--- src/rtl/mem_port_arbiter_pkg.sv ---
`default_nettype none
// ============================================================================
// Module      : mem_port_arbiter_pkg
// Description : Shared types for the I/D memory port arbiter: FSM state,
//               requester identity, latched memory command and the
//               round-robin tie-break helper.
// Revision    : 1.0 - initial release
// ============================================================================
package mem_port_arbiter_pkg;

    // Storage widths of the latched command. Arbiter ADDR_W / DATA_W must not
    // exceed these; narrower instances simply leave the upper bits at zero.
    localparam int CMD_ADDR_W = 32;
    localparam int CMD_DATA_W = 32;
    localparam int CMD_BE_W   = CMD_DATA_W / 8;

    typedef enum logic [1:0] {
        ARB_IDLE  = 2'd0,
        ARB_ISSUE = 2'd1,
        ARB_RESP  = 2'd2
    } arb_state_t;

    typedef enum logic [0:0] {
        REQ_I = 1'b0,
        REQ_D = 1'b1
    } requester_t;

    typedef struct packed {
        logic [CMD_ADDR_W-1:0] addr;
        logic [CMD_DATA_W-1:0] wdata;
        logic [CMD_BE_W-1:0]   be;
        logic                  we;
    } mem_cmd_t;

    // Pick the requester to grant: a lone requester wins outright, a tie goes
    // to whichever side was not granted last.
    function automatic requester_t rr_pick(input logic       req_i,
                                           input logic       req_d,
                                           input requester_t last);
        requester_t pick;
        if (req_i && req_d) begin
            pick = (last == REQ_I) ? REQ_D : REQ_I;
        end else if (req_d) begin
            pick = REQ_D;
        end else begin
            pick = REQ_I;
        end
        return pick;
    endfunction

endpackage : mem_port_arbiter_pkg
`default_nettype wire

--- src/rtl/mem_port_arbiter_timeout.sv ---
`default_nettype none
// ============================================================================
// Module      : mem_timeout_counter
// Description : Wait-state counter for an outstanding memory access. expired
//               is high during the TIMEOUT-th enabled cycle after a clear.
//               TIMEOUT = 0 removes the counter and never expires.
// Revision    : 1.0 - initial release
// ============================================================================
module mem_timeout_counter
    import mem_port_arbiter_pkg::*;
#(
    parameter int TIMEOUT = 16
) (
    input  logic clk,
    input  logic rst,
    input  logic clear,
    input  logic enable,
    output logic expired
);

    generate
        if (TIMEOUT > 0) begin : g_timeout
            localparam int               CNT_W = $clog2(TIMEOUT + 1);
            localparam logic [CNT_W-1:0] LAST  = CNT_W'(TIMEOUT - 1);

            logic [CNT_W-1:0] cnt_q;
            logic [CNT_W-1:0] cnt_d;

            // Count enabled cycles, saturating at the last allowed count
            always_comb begin
                cnt_d = cnt_q;
                if (clear) begin
                    cnt_d = '0;
                end else if (enable && (cnt_q != LAST)) begin
                    cnt_d = cnt_q + CNT_W'(1);
                end
            end

            // Counter register, asynchronously cleared by reset
            always_ff @(posedge clk or negedge rst) begin
                if (!rst) begin
                    cnt_q <= '0;
                end else begin
                    cnt_q <= cnt_d;
                end
            end

            assign expired = enable && (cnt_q == LAST);
        end else begin : g_no_timeout
            logic unused_inputs;
            assign unused_inputs = ^{clk, rst, clear, enable};
            assign expired       = 1'b0;
        end
    endgenerate

endmodule : mem_timeout_counter
`default_nettype wire

--- src/rtl/mem_port_arbiter.sv ---
`default_nettype none
// ============================================================================
// Module      : mem_port_arbiter
// Description : Arbitrates one single-ported memory bus between the
//               instruction-fetch (I) and load/store (D) requesters with
//               round-robin tie-breaking, registered memory-side signals,
//               a wait-state timeout and a combinational stall output.
// Revision    : 1.0 - initial release
// ============================================================================
module mem_port_arbiter
    import mem_port_arbiter_pkg::*;
#(
    parameter int ADDR_W  = 32,
    parameter int DATA_W  = 32,
    parameter int TIMEOUT = 16
) (
    input  logic                clk,
    input  logic                rst,
    // instruction fetch requester
    input  logic                i_req,
    input  logic [ADDR_W-1:0]   i_addr,
    output logic [DATA_W-1:0]   i_rdata,
    output logic                i_ack,
    output logic                i_err,
    // load/store requester
    input  logic                d_req,
    input  logic                d_we,
    input  logic [ADDR_W-1:0]   d_addr,
    input  logic [DATA_W-1:0]   d_wdata,
    input  logic [DATA_W/8-1:0] d_be,
    output logic [DATA_W-1:0]   d_rdata,
    output logic                d_ack,
    output logic                d_err,
    // shared memory port
    output logic                mem_req,
    output logic                mem_we,
    output logic [ADDR_W-1:0]   mem_addr,
    output logic [DATA_W-1:0]   mem_wdata,
    output logic [DATA_W/8-1:0] mem_be,
    input  logic [DATA_W-1:0]   mem_rdata,
    input  logic                mem_ack,
    // control unit
    output logic                stall,
    output logic                busy
);

    localparam int BE_W = DATA_W / 8;

    arb_state_t  state_q,      state_d;
    requester_t  last_grant_q, last_grant_d;
    requester_t  grant_q,      grant_d;
    mem_cmd_t    cmd_q,        cmd_d;
    logic        mem_req_q,    mem_req_d;
    logic        i_ack_q,      i_ack_d;
    logic        i_err_q,      i_err_d;
    logic [DATA_W-1:0] i_rdata_q, i_rdata_d;
    logic        d_ack_q,      d_ack_d;
    logic        d_err_q,      d_err_d;
    logic [DATA_W-1:0] d_rdata_q, d_rdata_d;

    logic        w_expired;
    logic        w_any_req;
    requester_t  w_pick;

    assign w_any_req = i_req | d_req;
    assign w_pick    = rr_pick(i_req, d_req, last_grant_q);

    // Wait-state counter: held at zero while idle, counts each ISSUE cycle
    mem_timeout_counter #(
        .TIMEOUT (TIMEOUT)
    ) u_timeout (
        .clk     (clk),
        .rst     (rst),
        .clear   (state_q == ARB_IDLE),
        .enable  (state_q == ARB_ISSUE),
        .expired (w_expired)
    );

    // State register and all datapath flops; reset abandons any access at once
    always_ff @(posedge clk or negedge rst) begin
        if (!rst) begin
            state_q      <= ARB_IDLE;
            last_grant_q <= REQ_I;
            grant_q      <= REQ_I;
            cmd_q        <= '0;
            mem_req_q    <= 1'b0;
            i_ack_q      <= 1'b0;
            i_err_q      <= 1'b0;
            i_rdata_q    <= '0;
            d_ack_q      <= 1'b0;
            d_err_q      <= 1'b0;
            d_rdata_q    <= '0;
        end else begin
            state_q      <= state_d;
            last_grant_q <= last_grant_d;
            grant_q      <= grant_d;
            cmd_q        <= cmd_d;
            mem_req_q    <= mem_req_d;
            i_ack_q      <= i_ack_d;
            i_err_q      <= i_err_d;
            i_rdata_q    <= i_rdata_d;
            d_ack_q      <= d_ack_d;
            d_err_q      <= d_err_d;
            d_rdata_q    <= d_rdata_d;
        end
    end

    // Next-state logic: IDLE -> ISSUE on any request, ISSUE -> RESP on ack or
    // timeout, RESP always returns to IDLE after one cycle
    always_comb begin
        state_d = state_q;
        case (state_q)
            ARB_IDLE:  if (w_any_req)             state_d = ARB_ISSUE;
            ARB_ISSUE: if (mem_ack || w_expired)  state_d = ARB_RESP;
            ARB_RESP:                             state_d = ARB_IDLE;
            default:                              state_d = ARB_IDLE;
        endcase
    end

    // Output/datapath logic: latch the command on grant, hold it through
    // ISSUE, and turn completion or timeout into a one-cycle ack/err
    always_comb begin
        last_grant_d = last_grant_q;
        grant_d      = grant_q;
        cmd_d        = cmd_q;
        mem_req_d    = 1'b0;
        i_ack_d      = 1'b0;
        i_err_d      = 1'b0;
        i_rdata_d    = i_rdata_q;
        d_ack_d      = 1'b0;
        d_err_d      = 1'b0;
        d_rdata_d    = d_rdata_q;

        case (state_q)
            ARB_IDLE: begin
                if (w_any_req) begin
                    grant_d      = w_pick;
                    last_grant_d = w_pick;
                    mem_req_d    = 1'b1;
                    if (w_pick == REQ_D) begin
                        cmd_d.addr  = CMD_ADDR_W'(d_addr);
                        cmd_d.wdata = CMD_DATA_W'(d_wdata);
                        cmd_d.be    = CMD_BE_W'(d_be);
                        cmd_d.we    = d_we;
                    end else begin
                        // fetches are always full-word reads
                        cmd_d.addr  = CMD_ADDR_W'(i_addr);
                        cmd_d.wdata = '0;
                        cmd_d.be    = CMD_BE_W'({BE_W{1'b1}});
                        cmd_d.we    = 1'b0;
                    end
                end
            end
            ARB_ISSUE: begin
                if (mem_ack) begin
                    // a real completion takes priority over a same-cycle timeout
                    if (grant_q == REQ_D) begin
                        d_ack_d   = 1'b1;
                        d_rdata_d = mem_rdata;
                    end else begin
                        i_ack_d   = 1'b1;
                        i_rdata_d = mem_rdata;
                    end
                end else if (w_expired) begin
                    if (grant_q == REQ_D) begin
                        d_ack_d = 1'b1;
                        d_err_d = 1'b1;
                    end else begin
                        i_ack_d = 1'b1;
                        i_err_d = 1'b1;
                    end
                end else begin
                    mem_req_d = 1'b1;
                end
            end
            default: begin
                // RESP: requests are deliberately not sampled here
            end
        endcase
    end

    assign mem_req   = mem_req_q;
    assign mem_we    = cmd_q.we;
    assign mem_addr  = cmd_q.addr[ADDR_W-1:0];
    assign mem_wdata = cmd_q.wdata[DATA_W-1:0];
    assign mem_be    = cmd_q.be[BE_W-1:0];

    assign i_ack     = i_ack_q;
    assign i_err     = i_err_q;
    assign i_rdata   = i_rdata_q;
    assign d_ack     = d_ack_q;
    assign d_err     = d_err_q;
    assign d_rdata   = d_rdata_q;

    // Control unit freezes in the very cycle a request is raised
    assign stall = (i_req & ~i_ack_q) | (d_req & ~d_ack_q);
    assign busy  = (state_q != ARB_IDLE);

endmodule : mem_port_arbiter
`default_nettype wire

--- config.mk ---
export PLATFORM = sky130hd
export DESIGN_NAME = mem_port_arbiter
export DESIGN_NICKNAME = d
export VERILOG_FILES = /design/src/rtl/mem_port_arbiter_pkg.sv /design/src/rtl/mem_port_arbiter_timeout.sv /design/src/rtl/mem_port_arbiter.sv
export SDC_FILE = /design/constraint.sdc
export NUM_CORES = 1
export LEC_CHECK = 0
export ABC_AREA = 1
export CAP_MARGIN = 20
export CORE_ASPECT_RATIO = 1.4
export CORE_MARGIN = 4
export CORE_UTILIZATION = 41
export DETAILED_ROUTE_END_ITERATION = 8
export GPL_ROUTABILITY_DRIVEN = 0
export GPL_TIMING_DRIVEN = 0
export PLACE_DENSITY = 0.88
export SYNTH_ARGS = -nofsm -noshare
export SYNTH_HDL_FRONTEND = slang
export SYNTH_SLANG_ARGS = --single-unit
--- constraint.sdc ---
create_clock -name clk -period 1.9 [get_ports clk]
set_input_delay 0.285 -clock clk [delete_from_list [all_inputs] [get_ports clk]]
set_output_delay 0.285 -clock clk [all_outputs]
set_load 0.005 [all_outputs]
=== Word-level counts from Yosys, hierarchy flattened ===
Index checks and enable logic that the tools add are counted.

* Add/subtract/negate cells: 1
* Equal/unequal tests: 5
* Muxes and demuxes: 24
* Bitwise gates (word level): 7
* Reduce and logical (&&, ||, !) cells: 11

{| class="wikitable"
|+ Operators by type and width
! operator !! number
|-
| two-way mux 69 bit || 1
|-
| two-way mux 1 bit || 17
|-
| two-way mux 5 bit || 2
|-
| AND reduction 3 bit || 2
|-
| adder 5 x 1 -> 5 bit, second input constant || 1
|-
| equality test 5 x 4 -> 1 bit, second input constant || 1
|-
| != test 5 x 4 -> 1 bit, second input constant || 1
|-
| two-way mux 2 bit || 2
|-
| != test 2 bit, second input constant || 2
|-
| one-hot mux 2 bit (2 select lines) || 1
|-
| AND reduction 2 bit || 2
|-
| nonzero test 2 bit || 2
|-
| logical AND 1 bit || 3
|-
| inverter 1 bit || 3
|-
| bitwise AND 1 bit || 2
|-
| equality test 2 x 1 -> 1 bit, second input constant || 1
|-
| logical NOT 2 bit || 1
|-
| OR 1 bit || 2
|-
| one-hot mux 1 bit (2 select lines) || 1
|-
| logical OR 1 bit || 1
|}

* Flip-flop bits (word level): 146
* Input port bits: 138
* Output and inout bits: 140
* Logic and storage cells: 62

=== Depth between registers and ports, before layout ===
Gate-level depths: netlist (run 1).

* Word-level depth: 5
* Gate-level depth with buffers: 8

=== Hierarchy ===
A second synthesis (run 1) with hierarchy kept.

* Cell total of the unflattened synthesis: 746
* Area, all modules: 6,214.7 um^2

{| class="wikitable"
|+ Modules (own cells, without submodules)
! module !! times used !! cells an instance !! area an instance (um^2) !! sequential area each (um^2)
|-
| mem_port_arbiter || 1 || 708 || 5,939.4 || 3,528.4
|-
| mem_timeout_counter || 1 || 38 || 275.3 || 125.1
|}

=== Worst setup path before layout (run 1) ===
OpenSTA, ideal clock, no wires.

* Path kind: flip-flop to flip-flop
* Start: reg u_timeout.g_timeout.cnt_q[0]
* End: reg u_timeout.g_timeout.cnt_q[1]
* Setup time: 126 ps
* Arrival: 1,373 ps
* Required time: 1,774 ps
* Path slack: 401 ps
* Stages on the path, launching flop included: 8
* Cell sequence: dfrtp_1 -> ha_1 -> and3_1 -> ha_1 -> inv_1 -> nand3_1 -> nand2_1 -> o21ai_0

* Word-level cells in the longest chain between the ends: 3
* Elaborated cells between the ends (all ways): 6
* Classes of those cells: add/sub (1); eq/ne (1); mux (2); reduce/logical (2)

{| class="wikitable"
|+ Ends and longest elaborated chain
! item !! RTL line !! RTL
|-
| from (decl) || mem_port_arbiter_timeout.sv:26 || <nowiki>logic [CNT_W-1:0] cnt_q;</nowiki>
|-
| from (signal assigned) || mem_port_arbiter_timeout.sv:44 || <nowiki>cnt_q <= cnt_d;</nowiki>
|-
| adder 5 x 1 -> 5 bit or != test 5 x 4 -> 1 bit (tied branches) || mem_port_arbiter_timeout.sv:35, mem_port_arbiter_timeout.sv:34 ||
|-
| two-way mux 5 bit or logical AND 1 bit (tied branches) || mem_port_arbiter_timeout.sv:34 || <nowiki>end else if (enable && (cnt_q != LAST)) begin</nowiki>
|-
| two-way mux 5 bit or nonzero test 2 bit (tied branches) || -- ||
|}

Several ways; a longest one is shown, not always the timed one. The select of a mux whose other input is x is not followed.
A chain may end at the register's enable or synchronous reset.

=== Worst setup path in the final report (run 1) ===
* Start: in i_req
* End: out stall

* Word-level cells in the longest chain between the ends: 2

{| class="wikitable"
|+ Ends and longest elaborated chain
! item !! RTL line !! RTL
|-
| from (decl) || mem_port_arbiter.sv:20 || <nowiki>input logic i_req,</nowiki>
|-
| bitwise AND 1 bit || mem_port_arbiter.sv:196 || <nowiki>assign stall = (i_req & ~i_ack_q) | (d_req & ~d_ack_q);</nowiki>
|-
| OR 1 bit || mem_port_arbiter.sv:196 ||
|-
| to (decl) || mem_port_arbiter.sv:43 || <nowiki>output logic stall,</nowiki>
|}

Every way passes these cells.

==> results of run 1 <==
-- metrics by stage --
stage,setup WS (ns),std cells,utilization [%]
3_3_place_gp,-5.17,1158,63.5
4_1_cts,0.0288,1192,67.8
3_5_place_dp,0.00146,1159,63.7
5_1_grt,0.0172,1191,67.8
6_report,0.0720,1191,67.8
2_1_floorplan,0.401,697,-
-- final cells by class --
cell class                 count  area share, %
buffer                        36           1.95
clock buffer                  17           4.45
clock inverter                15           1.52
inverter                      43           1.69
multi-input combinational    471           20.5
sequential                   146           38.2
tap                          185           2.42
timing repair buffer         278           29.3
-- critical path, stage by stage --
cell	delay [ns]
clkdlybuf4s50_1	0.54
inv_1	0.06
o22ai_1	0.14
clkdlybuf4s50_1	0.52
-- routing by layer --
metal | vias up | wire length, um | GRT usage [%] | share of wire (%)
li1 | 2754 | - | - | -
met1 | 2636 | 6760 | 23.8 | 36
met2 | 232 | 9860 | 40.6 | 52
met3 | 35 | 1720 | 7.81 | 9.1
met4 | 0 | 520 | 8.92 | 2.8
met5 | - | 0 | 0 | 0
-- Yosys cell counts (all sizes together) --
cell,count,area share [%]
ha,2,0.42
dfrtp,146,61
xnor2,1,0.15
buf,23,2.3
inv,43,2.7
o21ai,71,6.0
o21a,1,0.13
nand2,334,21
clkbuf,14,0.88
a21oi,1,0.084
nand3,39,3.4
nor2,19,1.2
and3,1,0.11
o22ai,2,0.21
-- state kept, by name, summed over array words and instances (netlist names) --
signal                     count
d_rdata                       32
i_rdata                       32
mem_addr                      32
mem_wdata                     32
u_timeout.g_timeout.cnt_q      5
mem_be                         4
state_q                        2
d_ack                          1
d_err                          1
grant_q                        1
i_ack                          1
i_err                          1
mem_req                        1
mem_we                         1
-- timing repair --
item                                   in CTS  in global routing
gates resized for setup                     3                  0
hold buffers                                1                  0
cloned                                      0                  0
endpoints found under the hold margin      80                  0
setup endpoints to repair                   1                  1
pin swaps                                   0                  0
-- worst max-delay path by stage --
| stage | startpoint | end | slack (ns) | cells after the start |
|---|---|---|---|---|
| 2_1_floorplan | u_timeout.g_timeout.cnt_q[0] | u_timeout.g_timeout.cnt_q[1] | 0.40 | 7 |
| 3_3_place_gp | rst | d_rdata[25] | -5.17 | 1 |
| 3_5_place_dp | mem_ack | i_rdata[6] | 0.001 | 5 |
| 4_1_cts | d_req | stall | 0.03 | 5 |
| 5_1_grt | u_timeout.g_timeout.cnt_q[0] | u_timeout.g_timeout.cnt_q[1] | 0.02 | 7 |
| 6_report | i_req | stall | 0.07 | 4 |
-- cell families after synthesis --
kind of cell    synth area share (%)
simple gates                    25.7
buf+inv                         5.90
fa+ha+maj                      0.420
compound gates                  6.45
flops                           61.4
xor+xnor                       0.147
-- power by group --
part           switching (mW)  internal [mW]  total [mW]
Sequential              0.804           4.52        5.32
Clock                    1.48           1.74        3.23
Combinational            2.69           3.38        6.07
==> impl_metrics.json, run 1 <==
{
  "status": "complete, no violations",
  "finish.net_count": 1133,
  "worstHoldEndpoint": "mem_wdata[28]",
  "synthesis.area_mm2": 0.00595,
  "syn_inst": 697,
  "startpoint_type": "primary input",
  "min_path_type": "primary input to flop",
  "grt_pass1_wl_mm": 28.8,
  "drcViolationCount": 0,
  "syn_to_final_growth_pct": 60.6,
  "relSlewSlack_pct": 49.9,
  "rows": 51,
  "wl_per_cell_um": 15.8,
  "antenna_left": 0,
  "avgSynthCellArea_um2": 8.54,
  "final.setup.tns_ns": 0,
  "vias_per_cell": 4.75,
  "fin_skew_ns": 0.00861,
  "seqCellArea_mm2": 0.00365,
  "slew_violations": 0,
  "irDropWorstVdd_mv": 0.838,
  "max_clock_freq_ghz": 0.547,
  "clkSlewWorstSetupHoldPaths_ns": 0.07,
  "synth-seq-cells": 146,
  "multi_input_area_mm2": 0.00196,
  "finalInstanceArea_mm2": 0.00956,
  "rr_endpoint": "u_timeout.g_timeout.cnt_q[1]",
  "dieArea_mm2": 0.0165,
  "r2r_cells": 7,
  "initial_core_util_pct": 42.2,
  "drive_gt1_share_pct": 6.06,
  "cap_violations": 0,
  "reg2reg_from": "u_timeout.g_timeout.cnt_q[0]",
  "die_h_um": 151,
  "final_common_cell": "nand2_1",
  "place_area_mm2": 0.00898,
  "fillers": 1067,
  "endpoint_kind": "output pin",
  "worstMarginPinSlew_ns": 0.751,
  "timing.hold.ws_ns": 0.401,
  "grt_overflow": 0,
  "ys_warn_count": 0,
  "synth_fp_nets": 837,
  "vias": 5657,
  "diodes": 0,
  "firstDrtPassIters": 4,
  "gr-usage-all-layers_pct": 22.6,
  "rsz0062_at_grt": "no",
  "routed_wirelength_mm": 18.9,
  "r2r_slack_ns": 0.21,
  "antenna_found_initial": 0,
  "final_cell_mix": "nand2_1 (334), clkdlybuf4s50_1 (274), dfrtp_1 (146)",
  "path_class": "primary input to output pin",
  "critPathArrivalTime_ns": 1.54,
  "seq_area_frac_synth_pct": 61.4,
  "synth.distinct_cells": 18,
  "critPathRequiredTime_ns": 1.62,
  "total_leakage_power_nw": 4.71,
  "total_power_mw": 14.6,
  "clkLatencyLatePin_ns": 0.41,
  "cts.sinks": 146,
  "fin_crit_sh_pct": 96.2,
  "drtIter0Drc": 278,
  "coreArea_mm2": 0.0141,
  "min_from": "d_wdata[28]",
  "die_w_um": 110,
  "pwr_density_cell_mw_per_mm2": 1530,
  "hold_viol_final": 0,
  "postCtsSetupRepairBufs": 0,
  "clockRootBuffer": "clkbuf_16",
  "grt_max_degree": 82,
  "dpl.hpwl_mm": 14.1,
  "ctsLongestPathBuffers": 2,
  "portBuffers": 276,
  "whs_path_depth": 3,
  "htree_levels": 4,
  "cts_tree": "yes",
  "io_pins": 278,
  "cts_buffers": 17,
  "setup_viol": 0,
  "path_max_fanout": 3,
  "period_needed_ns": 1.83,
  "grt_pass1_vias": 5661
}
Note: power is estimated with default switching activity, not from simulation.
==> run 2, diff against run 1 <==
==> constraint.sdc (replaced) <==
create_clock -name clk -period 1.95 [get_ports clk]
set_input_delay 0.2925 -clock clk [delete_from_list [all_inputs] [get_ports clk]]
set_output_delay 0.2925 -clock clk [all_outputs]
set_load 0.005 [all_outputs]
==> impl_metrics.json, run 2 (synthesis results as in run 1) <==
{
  "dpl.hpwl_mm": 14.1,
  "clkLatencyLatePin_ns": 0.41,
  "ctsLongestPathBuffers": 2,
  "critPathRequiredTime_ns": 1.66,
  "diodes": 0,
  "drtIter0Drc": 283,
  "postCtsSetupRepairBufs": 0,
  "wl_per_cell_um": 15.8,
  "cts.sinks": 146,
  "timing.hold.ws_ns": 0.408,
  "vias_per_cell": 4.75,
  "rsz0062_at_grt": "no",
  "cts_tree": "yes",
  "grt_pass1_vias": 5661,
  "max_clock_freq_ghz": 0.543,
  "die_h_um": 151,
  "hold_viol_final": 0,
  "power.share.switching_pct": 34.0,
  "grt_overflow": 0,
  "initial_core_util_pct": 42.2,
  "vias": 5653,
  "startpoint_type": "primary input",
  "final_cell_mix": "nand2_1 (334), clkdlybuf4s50_1 (274), dfrtp_1 (146)",
  "io_pins": 278,
  "final.setup.tns_ns": 0,
  "relSlewSlack_pct": 49.9,
  "power.share.clock_pct": 22.1,
  "drive_gt1_share_pct": 6.06,
  "finalInstanceArea_mm2": 0.00956,
  "fin_crit_sh_pct": 94.4,
  "setup_viol": 0,
  "path_class": "primary input to output pin",
  "grt_pass1_wl_mm": 28.8,
  "firstDrtPassIters": 4,
  "total_leakage_power_nw": 4.72,
  "worstMarginPinSlew_ns": 0.751,
  "portBuffers": 276,
  "dieArea_mm2": 0.0165,
  "finish.net_count": 1133,
  "place_area_mm2": 0.00898,
  "setup_slack_ns": 0.109,
  "antenna_left": 0,
  "path_max_fanout": 3,
  "cap_violations": 0,
  "endpoint_kind": "output pin",
  "syn_to_final_growth_pct": 60.6,
  "clkSlewWorstSetupHoldPaths_ns": 0.06,
  "p_sw_mw": 4.84,
  "dp_slack_ns": 0.0440,
  "period_needed_ns": 1.84,
  "htree_levels": 4,
  "drcViolationCount": 0,
  "irDropWorstVdd_mv": 0.816,
  "gr-usage-all-layers_pct": 22.6,
  "fin_util_pct": 67.8,
  "cts_buffers": 17,
  "critPathArrivalTime_ns": 1.55,
  "clockRootBuffer": "clkbuf_16",
  "coreArea_mm2": 0.0141,
  "pwr_density_cell_mw_per_mm2": 1490,
  "antenna_found_initial": 0,
  "fin_skew_ns": 0.00861,
  "slew_violations": 0,
  "final_common_cell": "nand2_1",
  "grt_max_degree": 82,
  "pwr-share-comb_pct": 41.6,
  "routed_wirelength_mm": 18.8,
  "rows": 51,
  "power.internal_mw": 9.40,
  "min_path_type": "primary input to flop",
  "status": "complete, no violations",
  "p_seq_share_pct": 36.4,
  "die_w_um": 110
}
## run 2: cell types whose count changed in the layout (fill, tap and decap cells not counted), sizes merged
cell,before,now
dlygate4sd2,1,0
dlymetal6s2s,0,1
## run 2: power by group through the flow
stage                     Clock, mW  Sequential (mW)  Combinational, mW
after floorplan                   0             5.25               2.00
after global placement            0             5.14               5.82
after CTS                      3.20             5.17               6.03
final                          3.14             5.18               5.92
after global routing           3.32             5.35               6.55
after detailed placement          0             5.18               5.98
## run 2: final timing paths
check | start | to | slack (ns) | cells after the start
max | i_req | stall | 0.11 | 4
min | d_req | mem_addr[0] | 0.41 | 5
max reg2reg | u_timeout.g_timeout.cnt_q[0] | u_timeout.g_timeout.cnt_q[1] | 0.26 | 7
min reg2reg | mem_addr[31] | mem_addr[31] | 0.48 | 2
max in group asynchronous | rst | i_rdata[26] | 0.68 | 3
min in group asynchronous | rst | mem_wdata[4] | 0.47 | 2
## run 2: layout make-up
cell class / instances / area [um^2]
clock inverters: 15 / 145
flip-flops and latches: 146 / 3650
multi-input cells: 471 / 1960
fillers: 1065 / 4540
repair buffers: 278 / 2800
inverters: 43 / 161
well taps: 185 / 231
plain buffers: 36 / 186
clock buffers: 17 / 425
## run 2: worst max-delay path, cell delays in order
cell             delay, ns
clkdlybuf4s50_1       0.54
inv_1                 0.06
o22ai_1               0.14
clkdlybuf4s50_1       0.52
## run 2: metrics by stage
stage | power, mW | std cells
3_5_place_dp | 11.2 | 1159
2_1_floorplan | 7.25 | 697
3_3_place_gp | 11.0 | 1158
6_report | 14.2 | 1191
4_1_cts | 14.4 | 1192
5_1_grt | 15.2 | 1191
## run 2: repair_timing
item	CTS	global route
setup endpoints to repair	1	2
hold buffers	1	0
resized for setup	2	1
hold endpoints to repair	80	0
## run 2: routing by layer
metal	up-vias	GRT usage (%)	part of all wire, %	wire length, um
li1	2754	-	-	-
met1	2638	23.8	36	6760
met2	226	40.6	52	9850
met3	35	7.81	9.1	1720
met4	0	8.92	2.8	520
met5	-	0	0	0
==> RTL change: new RTL, flow settings as in run 2 <==
Take the reset off `d_rdata_q` and load it in a clocked block of its own.
--- a/src/rtl/mem_port_arbiter.sv
+++ b/src/rtl/mem_port_arbiter.sv
@@ -89,7 +89,6 @@
             i_rdata_q    <= '0;
             d_ack_q      <= 1'b0;
             d_err_q      <= 1'b0;
-            d_rdata_q    <= '0;
         end else begin
             state_q      <= state_d;
             last_grant_q <= last_grant_d;
@@ -101,8 +100,11 @@
             i_rdata_q    <= i_rdata_d;
             d_ack_q      <= d_ack_d;
             d_err_q      <= d_err_d;
-            d_rdata_q    <= d_rdata_d;
         end
+    end
+
+    always_ff @(posedge clk) begin
+        d_rdata_q <= d_rdata_d;
     end
 
     // Next-state logic: IDLE -> ISSUE on any request, ISSUE -> RESP on ack or
Behaviour: differs if rst is asserted again (counterexample within 4 cycles, from zero or initial values and one cycle with rst low); with rst held inactive, the same outputs for 4 cycles.
==> RTL change against run 2 <==
Area after synthesis shrank 0.34%; final area shrank 0.38%; synthesized cell count shrank 9.9%; first-iteration DRC count shrank 14%; power shrank 7.5%; setup slack lost 0.043 ns; via count shrank 6.5%; global-route usage shrank 0.41 points; routed wire length shrank 4.7%; critical path depth shrank 1; sequential power shrank 5.2%; hold slack lost 0.10 ns; sequential cell count is the same; largest cell class unchanged.
==> RTL change: results (changes against run 2) <==
GRT
  – Grt met1 use: 24.1% (+0.38 points)
  – Total GRT Usage: 22.2% (-0.41 points)
  – Pin count of the biggest net entering global routing: 98 (+20%)
  – GRT met3 Usage: 6.65% (-1.2 points)
  – Grt met2 use: 39.2% (-1.4 points)

Placed design
  – Placed Area: 8960 sq um (-0.14%)
  – HPWL Detailed: 13,800 microns (-2.7%)
  – Placement Setup Slack: -0.236 ns (-0.280 ns)

Layout
  – Non-clk bufs: 309 (-1.6%)
  – Register area: 3810 sq um (+4.4%)
  – Fillcell total: 1,071 (+0.56%)
  – Layout net count: 1,064 (-6.1%)
  – Clock buffer count: 21 (+4)
  – Fraction of area in multi-input gates: 18.3% (-2.2 points)
  – Fin cells: 1,122 (-5.8%)
  – Buffer share of cell area: 31.8% (+0.55 points)

Run status
  – Status: completed

Detailed routing
  – Number of iterations in the first detailed-routing pass: 6 (+2)
  – Routed WL: 18,000 microns (-4.7%)
  – Initial drt markers: 242 (-14%)
  – DR WL met3: 1490 microns (-13%)
  – Met2 WL: 9390 microns (-4.6%)
  – Met1 wire length: 6510 microns (-3.8%)

Timing
  – Final min period: 1.88 ns (+0.0430 ns)
  – Clock skew: 0.00939 ns (+0.000788 ns)
  – Worst hold slack: 0.307 ns (-0.101 ns)
  – Slew headroom: 38.3% (-12 points)

Synthesis
  – Post-synthesis cell count: 628 (-9.9%)
  – Number of synthesized flops with an enable pin: 32 (+32)
  – Syn Nets: 768 (-8.2%)
  – Commonest cells in the synthesized netlist: nand2_1 (303), dfrtp_1 (114), inv_1 (41), nand3_1 (38), edfxtp_1 (32)
  – Seq/Total Area, Yosys: 64.3% (+2.9 points)

Power and ir drop
  – Maximum vdd drop: 0.724 mV (-11%)
  – Static Leak: 4.53 nW (-4.1%)
  – Switching share of power: 32.4% (-1.6 points)

Setup path
  – Crit-path max cell delay: 0.49 ns (-0.05 ns)
  – Reg2reg setup slack: 0.18 ns (-0.08 ns)
  – Reg2reg start: state_q[1]
  – Worst Path Arrival: 1.59 ns (+0.04 ns)
  – FF-to-FF path depth: 3 (-4)
  – FF-to-FF End: d_rdata[13]

Worst hold path
  – Hold Crit Class: input port to async pin
RTL change: kinds of logic (layout without fill, tap and decap cells):
| group | count (synthesis) | after routing | share of synthesized area (%) |
|---|---|---|---|
| buf+inv | 75 | 384 | 6.62 |
| fa+ha+maj | 2 | 2 | 0.422 |
| flops | 146 | 146 | 64.3 |
| xor+xnor | 1 | 1 | 0.148 |
| compound gates | 47 | 47 | 4.83 |
| simple gates | 357 | 357 | 23.7 |
RTL change: power by group through the flow:
stage | clock [mW] | sequential (mW) | combinational [mW]
CTS | 3.08 | 4.90 | 5.31
finish | 3.02 | 4.91 | 5.24
detailed placement | 0 | 4.92 | 5.29
floorplan | 0 | 4.98 | 1.92
global placement | 0 | 4.88 | 5.14
global route | 3.22 | 5.05 | 5.78
RTL change: what timing repair did:
action / in CTS / in global routing
setup endpoints to repair: 1 / 2
hold buffers: 1 / 0
endpoints found under the hold margin: 17 / 0
resized for setup: 0 / 2
